### src/rtl/mem_stage_pkg.sv
// Shared definitions for the memory stage: opcode field layout, access size
// codes, the FSM state type and the alignment helper.
package mem_stage_pkg;

  localparam logic [1:0] MEM_SIZE_B = 2'd0;
  localparam logic [1:0] MEM_SIZE_H = 2'd1;
  localparam logic [1:0] MEM_SIZE_W = 2'd2;
  localparam logic [1:0] MEM_SIZE_D = 2'd3;

  // mem_opt = {is_store, is_unsigned, size[1:0]}
  localparam int OPT_STORE   = 3;
  localparam int OPT_UNS     = 2;
  localparam int OPT_SIZE_HI = 1;
  localparam int OPT_SIZE_LO = 0;

  typedef enum logic [1:0] {
    IDLE = 2'd0,
    REQ  = 2'd1,
    RESP = 2'd2,
    HOLD = 2'd3
  } mem_state_t;

  function automatic logic misaligned(input logic [2:0] lo, input logic [1:0] size);
    unique case (size)
      MEM_SIZE_B: misaligned = 1'b0;
      MEM_SIZE_H: misaligned = lo[0];
      MEM_SIZE_W: misaligned = |lo[1:0];
      default:    misaligned = |lo;
    endcase
  endfunction

endpackage

### src/rtl/mem_stage_lane.sv
// Byte-lane formatting for the 8-byte data bus: store shift/strobe generation
// and load lane extraction with sign/zero extension.
module mem_lane
  import mem_stage_pkg::*;
#(
  parameter int CPU_WIDTH = 64
) (
  input  logic [1:0]           size,
  input  logic                 uns,
  input  logic [2:0]           offset,
  input  logic [CPU_WIDTH-1:0] store_data,
  input  logic [CPU_WIDTH-1:0] rdata,
  output logic [CPU_WIDTH-1:0] wdata,
  output logic [7:0]           wstrb,
  output logic [CPU_WIDTH-1:0] load_data
);

  logic [5:0]           bit_off;
  logic [CPU_WIDTH-1:0] lane;
  logic [7:0]           mask;

  assign bit_off = {offset, 3'b000};
  assign wdata   = store_data << bit_off;
  assign lane    = rdata >> bit_off;
  assign wstrb   = mask << offset;

  always_comb begin
    mask      = 8'h00;
    load_data = '0;
    unique case (size)
      MEM_SIZE_B: begin
        mask      = 8'h01;
        load_data = uns ? {{(CPU_WIDTH-8){1'b0}}, lane[7:0]}
                        : {{(CPU_WIDTH-8){lane[7]}}, lane[7:0]};
      end
      MEM_SIZE_H: begin
        mask      = 8'h03;
        load_data = uns ? {{(CPU_WIDTH-16){1'b0}}, lane[15:0]}
                        : {{(CPU_WIDTH-16){lane[15]}}, lane[15:0]};
      end
      MEM_SIZE_W: begin
        mask      = 8'h0F;
        load_data = uns ? {{(CPU_WIDTH-32){1'b0}}, lane[31:0]}
                        : {{(CPU_WIDTH-32){lane[31]}}, lane[31:0]};
      end
      default: begin
        mask      = 8'hFF;
        load_data = lane;
      end
    endcase
  end

endmodule

### src/rtl/mem_stage.sv
// Memory stage: accepts one executed instruction from EXU, runs at most one
// data-bus transaction for it, and holds the result for write-back.
module mem_stage
  import mem_stage_pkg::*;
#(
  parameter int CPU_WIDTH     = 64,
  parameter int MEM_OPT_WIDTH = 4,
  parameter int RD_WIDTH      = 5
) (
  input  logic                     i_clk,
  input  logic                     i_rst,
  input  logic                     alu_mem_valid,
  output logic                     mem_alu_ready,
  input  logic [CPU_WIDTH-1:0]     i_exu_res,
  input  logic [CPU_WIDTH-1:0]     i_rs2,
  input  logic                     i_mem_en,
  input  logic [MEM_OPT_WIDTH-1:0] i_mem_opt,
  input  logic [RD_WIDTH-1:0]      i_rd,
  output logic                     o_req_valid,
  input  logic                     i_req_ready,
  output logic [CPU_WIDTH-1:0]     o_req_addr,
  output logic                     o_req_wen,
  output logic [CPU_WIDTH-1:0]     o_req_wdata,
  output logic [7:0]               o_req_wstrb,
  input  logic                     i_rsp_valid,
  input  logic [CPU_WIDTH-1:0]     i_rsp_rdata,
  output logic                     mem_wb_valid,
  input  logic                     wb_mem_ready,
  output logic [CPU_WIDTH-1:0]     o_wb_data,
  output logic [RD_WIDTH-1:0]      o_wb_rd,
  output logic                     o_wb_wen,
  output logic                     o_misalign
);

  mem_state_t state, state_nxt;

  logic [CPU_WIDTH-1:0]     addr;
  logic [CPU_WIDTH-1:0]     store_data;
  logic [MEM_OPT_WIDTH-1:0] opt;
  logic [RD_WIDTH-1:0]      rd;
  logic [CPU_WIDTH-1:0]     wb_data;
  logic                     wb_wen;
  logic                     misalign;

  logic                 accept;
  logic                 mis_in;
  logic                 is_store;
  logic [CPU_WIDTH-1:0] lane_wdata;
  logic [7:0]           lane_wstrb;
  logic [CPU_WIDTH-1:0] load_data;

  assign accept   = alu_mem_valid & mem_alu_ready;
  assign mis_in   = misaligned(i_exu_res[2:0], i_mem_opt[OPT_SIZE_HI:OPT_SIZE_LO]);
  assign is_store = opt[OPT_STORE];

  mem_lane #(.CPU_WIDTH(CPU_WIDTH)) u_lane (
    .size       (opt[OPT_SIZE_HI:OPT_SIZE_LO]),
    .uns        (opt[OPT_UNS]),
    .offset     (addr[2:0]),
    .store_data (store_data),
    .rdata      (i_rsp_rdata),
    .wdata      (lane_wdata),
    .wstrb      (lane_wstrb),
    .load_data  (load_data)
  );

  always_ff @(posedge i_clk or posedge i_rst) begin
    if (i_rst) state <= IDLE;
    else       state <= state_nxt;
  end

  always_comb begin
    state_nxt = state;
    unique case (state)
      IDLE: if (accept) state_nxt = (i_mem_en && !mis_in) ? REQ : HOLD;
      REQ:  if (i_req_ready) state_nxt = RESP;
      RESP: if (i_rsp_valid) state_nxt = HOLD;
      HOLD: if (wb_mem_ready) state_nxt = IDLE;
      default: state_nxt = IDLE;
    endcase
  end

  always_ff @(posedge i_clk or posedge i_rst) begin
    if (i_rst) begin
      addr       <= '0;
      store_data <= '0;
      opt        <= '0;
      rd         <= '0;
      wb_data    <= '0;
      wb_wen     <= 1'b0;
      misalign   <= 1'b0;
    end else begin
      misalign <= accept & i_mem_en & mis_in;
      if (accept) begin
        addr       <= i_exu_res;
        store_data <= i_rs2;
        opt        <= i_mem_opt;
        rd         <= i_rd;
        // memory ops (including dropped misaligned ones) start with no write-back
        wb_data    <= i_mem_en ? '0 : i_exu_res;
        wb_wen     <= ~i_mem_en;
      end else if (state == RESP && i_rsp_valid) begin
        wb_data <= is_store ? '0 : load_data;
        wb_wen  <= ~is_store;
      end
    end
  end

  assign mem_alu_ready = (state == IDLE);
  assign mem_wb_valid  = (state == HOLD);
  assign o_req_valid   = (state == REQ);
  assign o_req_addr    = {addr[CPU_WIDTH-1:3], 3'b000};
  assign o_req_wen     = is_store;
  assign o_req_wdata   = is_store ? lane_wdata : '0;
  assign o_req_wstrb   = is_store ? lane_wstrb : 8'h00;
  assign o_wb_data     = wb_data;
  assign o_wb_rd       = rd;
  assign o_wb_wen      = wb_wen;
  assign o_misalign    = misalign;

endmodule

### config.mk
export PLATFORM = sky130hd
export DESIGN_NAME = mem_stage
export DESIGN_NICKNAME = d
export VERILOG_FILES = /design/src/rtl/mem_stage_pkg.sv /design/src/rtl/mem_stage_lane.sv /design/src/rtl/mem_stage.sv
export SDC_FILE = /design/constraint.sdc
export NUM_CORES = 1
export LEC_CHECK = 0
export ABC_AREA = 1
export CORE_AREA = 8 8 167 169
export DETAILED_ROUTE_END_ITERATION = 10
export DIE_AREA = 0 0 175 177
export PLACE_DENSITY = 0.92
export SLEW_MARGIN = 30
export SYNTH_ARGS = -nofsm -noshare
export SYNTH_HDL_FRONTEND = slang
export SYNTH_SLANG_ARGS = --single-unit
### constraint.sdc
create_clock -name i_clk -period 15.2 [get_ports i_clk]
set_input_delay 3.04 -clock i_clk [delete_from_list [all_inputs] [get_ports i_clk]]
set_output_delay 3.04 -clock i_clk [all_outputs]
set_load 0.02 [all_outputs]
==> flow_summary_export.csv <==
group,metric,value,unit
run_status,run_status,"finished clean",
synthesis,yosysWarningCount,0,
hold_path,worst_hold_path_type,"flip-flop to flip-flop",
cts,cts_tree,"built",
sta,finalSetupTns,0,ps
power_and_ir_drop,leakagePower,7.68,nW
synthesis,synth_top_cell_by_area,"dfrtp_1",
critical_path,crit_path_start_kind,"flip-flop",
critical_path,critPathCaptureType,"output port",
detailed_routing,dr.pass1.iters,6,
placement,placement.io_buffers,415,
detailed_routing,vias_per_cell,5.76,
synthesis,synthCells,1785,
layout,layout-area-overhead-vs-synth,35.4,%
cts,postCtsResizedCells,0,
placement,gpl.final_weighted_congestion,0.994,
synthesis,synth_common_cells,"nand2_1 (647), dfrtp_1 (205), o21ai_0 (186), nor2_1 (117), a21oi_1 (105)",
layout,fin_nets,2252,
sta,setup_ws,8560,ps
cts,cts_num_sinks,205,
placement,dpl-instance-area,16100,sq um
cts,insertion_delay,520,ps
floorplanning,io_pins,419,
synthesis,ys.flop_type,"dfrtp_1",
grt,grt_pass1_wl,81.1,mm
sta,timing.final.hold_violations,0,
critical_path,critPathMaxFanout,78,
cts,clock_tree.root_cell,"clkbuf_16",
power_and_ir_drop,power.share.sequential,23.9,%
power_and_ir_drop,total_switching_power,2.17,mW
detailed_routing,drcViolationCount,0,
grt,antenna_found_initial,4,
sta,whs,476,ps
placement,place.detailed.hpwl,39.9,mm
layout,layout-drive-gt1-share,3.55,%
synthesis,postSynthAreaPerCell,6.99,sq um
cts,ctsHtreeMaxLevel,1,
synthesis,netlist-cell-type-count,36,
sta,timing.final.setup_violations,0,
detailed_routing,detail_route.wirelength,53.6,mm
sta,final_period_minus_worst_setup_slack,6640,ps
synthesis,mappedNetlistArea,12500,sq um
sta,share_of_the_cycle_needed_by_the_critical_path_after_routing,43.7,%
power_and_ir_drop,power_per_cell_area,256,nW/um^2
synthesis,asyncSetResetFlopFracSynth,100,%
synthesis,synth-seq-cells,205,
synthesis,synth_top_area_share,41.1,%
critical_path,cp_data_required_time,12160,ps
cts,cts_max_path_buffers,3,
power_and_ir_drop,cellInternalPower,2.16,mW
critical_path,rr_worst_depth,11,
grt,first_global_vias,13600,
layout,postLayoutCellArea,16900,sq um
job,timing.max_cap.violations,0,
synthesis,most_numerous_cell_in_the_yosys_netlist,"nand2_1",
detailed_routing,ant_nets,0,
synthesis,synth_enable_flop_cells,0,
power_and_ir_drop,peakVddDrop,0.162,mV
sta,clock_skew,11.9,ps
grt,total_routing_usage_reported_by_global_routing,33.2,%
detailed_routing,routedWlPerCell,22.4,microns
detailed_routing,num_vias,13800,
cts,cts_hold_buffers,0,
floorplanning,die-height,177,microns
critical_path,arrival_time_at_the_worst_endpoint,3600,ps
floorplanning,area_inside_the_core_boundary,25500,sq um
layout,fill_cell_total_of_the_finished_layout,2160,
cts,tritoncts.num_buffers,23,
synthesis,largest_family_of_logic_cells_by_synthesized_area,"simple AND/OR/NAND/NOR gates",
synthesis,post_synth_fa_ha_maj_area_fraction,0.401,%
floorplanning,chipWidth,175,microns
power_and_ir_drop,total_power,4.33,mW
synthesis,post_synth_mux_area_share,1.28,%
detailed_routing,starting_drc_count_in_detailed_routing,1738,
synthesis,ys_top_cells_by_area,"dfrtp_1 (41%), nand2_1 (19%), o21ai_0 (7.5%)",
sta,slew_headroom,34.7,%
power_and_ir_drop,clockPowerShare,13.2,%
grt,globalRoute.totalOverflow,0,
cts,post-cts-setup-buffers,0,
floorplanning,fp-row-count,59,
synthesis,ys_seq_area_share,41.1,%
critical_path,timing.setup.critical_path_class,"flip-flop to output port",
grt,grt_start_max_net_pins,131,
placement,detailedPlace.worstSlack,9010,ps
hold_path,worst_hold_path_cells,2,
power_and_ir_drop,switching_share,50.1,%
sta,timing.fmax,151,MHz
power_and_ir_drop,power.share.combinational,62.8,%
synthesis,synthXorXnorAreaFrac,0,%
floorplanning,initial_utilization,49.0,%
synthesis,yosys.area_share.simple,27.0,%
sta,rsz0062_at_grt,"no",
sta,report.final.slew_viol_count,0,
sta,tightestPinTransition,980,ps
cts,cts.clk_slew.worst_paths,70,ps
synthesis,synth-compound-area-share,18.8,%
floorplanning,fp.dieArea,31000,sq um
## final timing paths
check | from | endpoint | slack [ps]
worst min-delay path | addr[20] | addr[20] | 480
worst max-delay path | addr[0] | o_req_wdata[63] | 8560
max in group asynchronous | i_rst | store_data[24] | 10920
min in group asynchronous | i_rst | o_wb_data[62] | 3070
worst max register to register | addr[0] | o_wb_data[50] | 11530
worst min register to register | addr[20] | addr[20] | 480
## layout make-up
type / count / area [sq um] / share of cell area [%]
multi-input combinational: 1299 / 5970 / 35.3
sequential: 205 / 5140 / 30.4
timing repair buffer: 428 / 4260 / 25.2
clock buffer: 30 / 652 / 3.86
tap: 335 / 419 / 2.48
inverter: 83 / 335 / 1.98
clock inverter: 11 / 125 / 0.740
antenna: 2 / 5.00 / 0.0296
## layer usage
| metal | vias up | track usage (%) | wire (microns) |
|---|---|---|---|
| met4 | 4 | 13.5 | 2260 |
| met1 | 6500 | 40.2 | 20600 |
| met3 | 141 | 7.89 | 5050 |
| met5 | - | 0 | 28 |
| li1 | 6303 | - | - |
| met2 | 841 | 56.2 | 25600 |
## cell families (layout without fill, tap and decap cells)
kind of cell | after synthesis | in the layout
compound gates | 417 | 417
fa+ha+maj | 4 | 4
buf+inv | 283 | 552
flops | 205 | 205
mux | 16 | 16
other cells | 1 | 5
simple gates | 859 | 859
## worst max-delay path, cell delays in order, from the launching register on
cell and delay, ps:
dfrtp_4 940, buf_4 760, a21oi_1 160, a221o_1 380, o21ai_0 150, clkdlybuf4s50_1 690
## metrics by stage
stage / util [%] / cells
global route: 66.3 / 2392
floorplan: - / 1787
detailed placement: 63.2 / 2350
global placement: 63.2 / 2350
finish: 66.4 / 2393
CTS: 66.3 / 2391
## state kept, by name (all words and copies together) (netlist names)
name and cells:
o_wb_wen 1, o_misalign 1, addr 64, store_data 64, o_wb_data 64, state 2
opt 4, o_wb_rd 5
## power by group through the flow
stage | registers, mW | logic [mW] | clock network, mW
6_report | 1.04 | 2.72 | 0.574
5_1_grt | 1.06 | 2.93 | 0.602
4_1_cts | 1.03 | 2.70 | 0.582
3_5_place_dp | 1.03 | 2.68 | 0
3_3_place_gp | 1.03 | 2.66 | 0
2_1_floorplan | 1.07 | 1.63 | 0
## cells in the final DEF, fill, tap and decap left out, types with 16 or more instances in the layout
cell,count
clkdlybuf4s50_1,415
o21ai_0,185
nand3_1,85
nand2_1,646
a21oi_1,105
a31oi_1,63
dfrtp_1,202
clkbuf_16,23
a221o_1,16
inv_1,74
mux2i_1,16
nor2_1,116
No activity file was read; power rests on OpenSTA's default activity.
